--- src/rtl/cic_pkg.sv ---
// Shared definitions for the dual-channel CIC decimator: sizing helpers,
// comb engine state encoding and output saturation.
package cic_pkg;

    typedef enum logic [1:0] {
        IDLE,
        COMB,
        SCALE,
        OUT
    } comb_state_t;

    function automatic int clog2(input int value);
        int result;
        result = 0;
        while ((1 << result) < value) result++;
        return result;
    endfunction

    // Register growth of an N-stage CIC is N*log2(R*M) bits with M=1.
    function automatic int cic_width(input int bits, input int order, input int decim_max);
        return bits + order * clog2(decim_max);
    endfunction

    function automatic longint saturate(input longint value, input int out_bits);
        longint max_val;
        longint min_val;
        max_val = (longint'(1) <<< (out_bits - 1)) - 1;
        min_val = -max_val - 1;
        if (value > max_val) return max_val;
        if (value < min_val) return min_val;
        return value;
    endfunction

endpackage

--- src/rtl/cic_integ_chain.sv ---
// Integrator cascade for one channel, running at the input sample rate, with a
// capture register holding the pre-update last-stage value at each wrap.
module cic_integ_chain
    import cic_pkg::*;
#(
    parameter int BITS  = 8,
    parameter int ORDER = 3,
    parameter int WIDTH = 32
) (
    input  logic                    CLK,
    input  logic                    RST,
    input  logic                    in_tick,
    input  logic                    capture,
    input  logic signed [BITS-1:0]  sample,
    output logic signed [WIDTH-1:0] captured
);

    logic signed [WIDTH-1:0] stage_reg [ORDER];
    logic signed [WIDTH-1:0] addend    [ORDER];

    // Wrap-around arithmetic is intentional: the combs undo the overflow.
    genvar gi;
    for (gi = 0; gi < ORDER; gi++) begin : g_addend
        if (gi == 0) begin : g_input
            assign addend[gi] = WIDTH'(sample);
        end else begin : g_cascade
            assign addend[gi] = stage_reg[gi-1];
        end
    end

    always_ff @(posedge CLK) begin
        if (RST) begin
            for (int k = 0; k < ORDER; k++) stage_reg[k] <= '0;
            captured <= '0;
        end else begin
            if (in_tick) begin
                for (int k = 0; k < ORDER; k++) stage_reg[k] <= stage_reg[k] + addend[k];
            end
            if (capture) captured <= stage_reg[ORDER-1];
        end
    end

endmodule

--- src/rtl/cic_decim_iq.sv ---
// Dual-channel CIC decimator: per-channel integrators, one time-shared comb
// engine, run-time shift with saturation and a valid/ready output stage.
module cic_decim_iq
    import cic_pkg::*;
#(
    parameter int BITS       = 8,
    parameter int ORDER      = 3,
    parameter int DECIM_MAX  = 256,
    parameter int CNT_BITS   = 8,
    parameter int OUT_BITS   = 16,
    parameter int SHIFT_BITS = 6
) (
    input  logic                       CLK,
    input  logic                       RST,
    input  logic                       in_tick,
    input  logic signed [BITS-1:0]     i_in,
    input  logic signed [BITS-1:0]     q_in,
    input  logic [CNT_BITS-1:0]        decim,
    input  logic [SHIFT_BITS-1:0]      shift,
    output logic signed [OUT_BITS-1:0] i_out,
    output logic signed [OUT_BITS-1:0] q_out,
    output logic                       out_valid,
    input  logic                       out_ready,
    output logic                       overrun,
    output logic                       busy
);

    localparam int WIDTH     = cic_width(BITS, ORDER, DECIM_MAX);
    localparam int STEPS     = 2 * ORDER;
    localparam int STEP_BITS = clog2(STEPS);
    localparam int WARM_BITS = clog2(ORDER + 1);

    comb_state_t                 state_reg;
    logic [CNT_BITS-1:0]         phase_reg;
    logic [CNT_BITS-1:0]         ratio_reg;
    logic [CNT_BITS-1:0]         ratio_next;
    logic [STEP_BITS-1:0]        step_reg;
    logic [WARM_BITS-1:0]        warm_reg;
    logic signed [WIDTH-1:0]     cap_i;
    logic signed [WIDTH-1:0]     cap_q;
    logic signed [WIDTH-1:0]     x_reg;
    logic signed [WIDTH-1:0]     comb_i_reg;
    logic signed [WIDTH-1:0]     x_cur;
    logic signed [WIDTH-1:0]     y_cur;
    logic signed [WIDTH-1:0]     shifted_i;
    logic signed [WIDTH-1:0]     shifted_q;
    logic signed [WIDTH-1:0]     delay_reg [STEPS];
    logic signed [OUT_BITS-1:0]  scaled_i_reg;
    logic signed [OUT_BITS-1:0]  scaled_q_reg;
    logic                        wrap;
    logic                        capture;
    logic                        ratio_change;

    // ratio_reg holds R-1; a requested R of 1 is promoted to 2.
    assign ratio_next   = (decim == '0) ? CNT_BITS'(1) : decim;
    assign wrap         = in_tick && (phase_reg == ratio_reg);
    assign busy         = (state_reg != IDLE);
    assign capture      = wrap && !busy;
    assign ratio_change = wrap && (ratio_next != ratio_reg);

    // Step 0 and step ORDER start a channel from its captured integrator value.
    assign x_cur = (step_reg == '0)                  ? cap_i :
                   (step_reg == STEP_BITS'(ORDER))   ? cap_q : x_reg;
    assign y_cur     = x_cur - delay_reg[step_reg];
    assign shifted_i = comb_i_reg >>> shift;
    assign shifted_q = x_reg >>> shift;

    cic_integ_chain #(.BITS(BITS), .ORDER(ORDER), .WIDTH(WIDTH)) u_integ_i (
        .CLK      (CLK),
        .RST      (RST),
        .in_tick  (in_tick),
        .capture  (capture),
        .sample   (i_in),
        .captured (cap_i)
    );

    cic_integ_chain #(.BITS(BITS), .ORDER(ORDER), .WIDTH(WIDTH)) u_integ_q (
        .CLK      (CLK),
        .RST      (RST),
        .in_tick  (in_tick),
        .capture  (capture),
        .sample   (q_in),
        .captured (cap_q)
    );

    always_ff @(posedge CLK) begin
        if (RST) begin
            state_reg    <= IDLE;
            phase_reg    <= '0;
            ratio_reg    <= ratio_next;
            step_reg     <= '0;
            warm_reg     <= WARM_BITS'(ORDER);
            x_reg        <= '0;
            comb_i_reg   <= '0;
            scaled_i_reg <= '0;
            scaled_q_reg <= '0;
            i_out        <= '0;
            q_out        <= '0;
            out_valid    <= 1'b0;
            overrun      <= 1'b0;
            for (int k = 0; k < STEPS; k++) delay_reg[k] <= '0;
        end else begin
            if (in_tick) phase_reg <= wrap ? '0 : phase_reg + CNT_BITS'(1);
            if (wrap) ratio_reg <= ratio_next;
            if (out_valid && out_ready) out_valid <= 1'b0;
            if (wrap && busy) overrun <= 1'b1;

            case (state_reg)
                IDLE: begin
                    if (wrap) begin
                        state_reg <= COMB;
                        step_reg  <= '0;
                    end
                end
                COMB: begin
                    delay_reg[step_reg] <= x_cur;
                    x_reg               <= y_cur;
                    if (step_reg == STEP_BITS'(ORDER - 1)) comb_i_reg <= y_cur;
                    if (step_reg == STEP_BITS'(STEPS - 1)) state_reg <= SCALE;
                    else step_reg <= step_reg + STEP_BITS'(1);
                end
                SCALE: begin
                    scaled_i_reg <= OUT_BITS'(saturate(longint'(shifted_i), OUT_BITS));
                    scaled_q_reg <= OUT_BITS'(saturate(longint'(shifted_q), OUT_BITS));
                    state_reg    <= OUT;
                end
                OUT: begin
                    state_reg <= IDLE;
                    if (warm_reg != '0) begin
                        warm_reg <= warm_reg - WARM_BITS'(1);
                    end else begin
                        i_out     <= scaled_i_reg;
                        q_out     <= scaled_q_reg;
                        out_valid <= 1'b1;
                        if (out_valid && !out_ready) overrun <= 1'b1;
                    end
                end
                default: state_reg <= IDLE;
            endcase

            // New ratio: comb history from the old rate is meaningless.
            if (ratio_change) begin
                for (int k = 0; k < STEPS; k++) delay_reg[k] <= '0;
                warm_reg <= WARM_BITS'(ORDER);
            end
        end
    end

endmodule
--- config.mk ---
export PLATFORM = sky130hd
export DESIGN_NAME = cic_decim_iq
export DESIGN_NICKNAME = d
export VERILOG_FILES = /design/src/rtl/cic_pkg.sv /design/src/rtl/cic_integ_chain.sv /design/src/rtl/cic_decim_iq.sv
export SDC_FILE = /design/constraint.sdc
export NUM_CORES = 2
export LEC_CHECK = 0
export CAP_MARGIN = 40
export CORE_ASPECT_RATIO = 1.4
export CORE_UTILIZATION = 25
export DETAILED_ROUTE_END_ITERATION = 8
export HOLD_SLACK_MARGIN = 0.02
export PLACE_DENSITY = 0.5
export SLEW_MARGIN = 10
export SYNTH_ARGS = -nofsm -noshare
export SYNTH_HDL_FRONTEND = slang
export SYNTH_SLANG_ARGS = --single-unit
--- constraint.sdc ---
create_clock -name CLK -period 16.63 [get_ports CLK]
set_clock_uncertainty 0.2 [all_clocks]
set_input_delay 1.663 -clock CLK [delete_from_list [all_inputs] [get_ports CLK]]
set_output_delay 1.663 -clock CLK [all_outputs]
set_load 0.01 [all_outputs]
==> results.md <==
- MaxCap Viol Count: 0
- Worst setup path class: flip-flop to flip-flop
- Register area share after synthesis: about 45%
- Syn Std Cell Area: approximately 40000 um^2
- H-tree depth: 3
- Worst reg2reg path depth: 18
- Rows: between 150 and 200
- Hold-critical path depth: 2
- Final min period: around 5600 ps
- Iteration-0 DRC count of the detailed router: roughly 1600
- Maximum clock path buffer count: 3
- DRC Markers: 0
- CTS tree: yes
- Crit path DAT: between 5000 and 6000 ps
- # Post-CTS Setup Buffers: 0
- Layout area overhead: 14.1%
- Top FF cell, synth: edfxtp_1
- CP Capture Type: flip-flop
- DP Worst Slack: between 10000 and 15000 ps
- IO Count: 69
- Met3 usage: 1.67%
- Most crowded layer after global routing: met2
- Setup TNS Final: 0 ps
- Worst skew pair latency: ~700 ps
- Power Density: 102 nW/um^2
- Vias in the first global route: roughly 30000
- Pin count of the biggest net entering global routing: 74
- Synth unique cells: 89
- Total CTS buffers: 73
- Critical Path Start Type: flip-flop
- Die W: between 300 and 400 um
- Slew margin rel.: roughly two fifths
- Initial antenna violation count: 4
- Synth warn: 0
- Tot Pwr: between 4 and 5 mW
- Worst hold margin: roughly 250 ps
- Maximum vdd drop: about 0.000069 V
- Syn Nets: 4240
- Leading cell type in the layout, fill and taps excluded: nor2_1
- Syn Inst Count: ~4000
- Nets@finish: around 4300
- Layout cell share with drive strength beyond 1: about a tenth
- Worst-path clk slew: roughly 70 ps
- Max Freq: roughly 0.18 GHz
- Final setup margin: between 10000 and 15000 ps
- Global-route wire length before repair: approximately 180000 um
- Root Buffer Master: clkbuf_16
- Routed WL: ~110000 um
- Unrepaired setup endpoints after global routing: no
- Final Slew Violations: 0
- P_leak: ~17 nW
- Met1 usage: roughly 15%
- Pre-antenna DRT Iters: 7
- Routing usage on met2: about a quarter
- Hold_buf cts: 0
- Initial core utilization: between 20% and 30%
- CP max FO: 33
- Fin crit share: roughly a third
- Number of vias in the routed layout: around 30000
- FFs w/ async S/R, synth: 0%
- Max stage delay on crit path: about 720 ps
- Die Footprint: ~160000 um^2
- Hold Path End: scaled_i_reg[5]
- Final setup viols: 0
- Final ANT Viol Nets: 0
- Final hold violations: 0
- Hold_sp: scaled_i_reg[5]
- WL per Instance: between 15 and 20 um
- Commonest non-fill, non-tap cells in the layout: 555 x nor2_1, 456 x edfxtp_1, 419 x nand2_1
- Worst Tran Pin Value: 904 ps
- Port bufs: 68
- Post-CTS Resized: 0
- Outcome: completed
- Post-synth EDFFs: ~460
- GP Congestion: just over 0.9
- R2r startpoint: step_reg[0]
- Crit-path cells: ha_1, ha_2, buf_4, mux2i_1, nor2_1, a21oi_1, buf_4, inv_1, ha_1, and3_1, a31o_2, a2111oi_0, nand3_1, a41oi_1, nand2b_1, mux2_2, a31oi_1, nor2_1
- Sink Count: 668
- Core ar.: 159000 um^2
- GRT overflow: 0
- Syn Area/Cell: ~10 um^2
- Critical Path RT: between 15000 and 20000 ps
- DP HPWL: approximately 84000 um
- R2R setup slack: around 11000 ps
- Worst Hold Class: flip-flop to flip-flop
- Via/cell ratio: slightly below 5
- Worst path slowest cell: mux2i_1
- Max reg flops: about 260
- Die extent in y: about 480 um
- FF-to-FF End: comb_i_reg[31]
- Tot GR Track Use: between 10% and 20%
- #FFs+latches synth: ~670
cell families after synthesis:
group	Yosys count	share of synthesized area [%]
compound gates	945	14.9
xor+xnor	194	4.24
fa+ha+maj	235	7.47
buf+inv	296	3.04
flops	668	44.8
mux	291	10.9
simple gates	1342	14.7
per-layer routing:
| metal | vias to the layer above | part of all wire [%] |
|---|---|---|
| li1 | 14600 | - |
| met3 | 188 | 3.5 |
| met4 | 2 | 4.6 |
| met5 | - | 0.011 |
| met1 | 14500 | 39 |
| met2 | 583 | 53 |
power by group:
group	internal (mW)	switching, mW	leakage (nW)	total [mW]
logic	0.395	0.558	9.18	0.953
registers	1.89	0.116	6.48	2.00
clock network	0.987	0.739	1.24	1.73
how the worst max path moves through the flow:
stage	slack, ps	to	cells after the start	from
2_1_floorplan	10030	delay_reg[6][0]	7	decim[4]
3_3_place_gp	10690	delay_reg[0][10]	12	in_tick
3_5_place_dp	10650	delay_reg[0][10]	12	in_tick
4_1_cts	11000	comb_i_reg[31]	17	step_reg[0]
5_1_grt	10630	comb_i_reg[31]	17	step_reg[0]
6_report	10990	comb_i_reg[31]	18	step_reg[0]
critical path: cells and delay by family (launching register included):
family	cells	cell delay, ps
AO/OA/AOI/OAI	5	1320
adder cells (fa/ha/maj)	3	800
buffers and inverters	3	760
flip-flops	1	450
multiplexers	2	1090
AND/OR/NAND/NOR	5	800
area by class of cell:
class | count | area (um^2)
diodes | 2 | 5.00
clock buffers | 86 | 1970
clock inverters | 48 | 539
fillers | 16700 | 113000
inverters | 93 | 349
multi-input cells | 3007 | 21000
flip-flops and latches | 668 | 17900
well taps | 2100 | 2630
repair buffers | 150 | 1330
Yosys cell counts, drive strengths merged (39+ instances only):
library cell | n | area share [%]
edfxtp | 456 | 34
nand3 | 66 | 0.82
nand2b | 49 | 0.77
xnor2 | 97 | 2.1
nor2 | 559 | 5.3
o21a | 39 | 0.73
mux2i | 159 | 4.0
clkbuf | 160 | 1.5
dfxtp | 212 | 11
ha | 228 | 7.1
nor3 | 49 | 0.61
buf | 43 | 0.66
inv | 92 | 0.86
nand2 | 421 | 3.9
mux4 | 111 | 6.3
xor2 | 97 | 2.1
a31oi | 40 | 0.62
o21ai | 167 | 2.1
a21oi | 357 | 4.5
a211oi | 72 | 1.5
a21o | 116 | 2.2
per-stage QoR:
step / cells / util, % / instance area (um^2)
finish: 6154 / 28.8 / 45700
global route: 6152 / 28.8 / 45700
CTS: 6152 / 28.8 / 45700
detailed placement: 6018 / 27.2 / 43200
global placement: 6005 / 27.1 / 43100
floorplan: 3971 / - / 40100
Power figures use the tool's default switching activity.
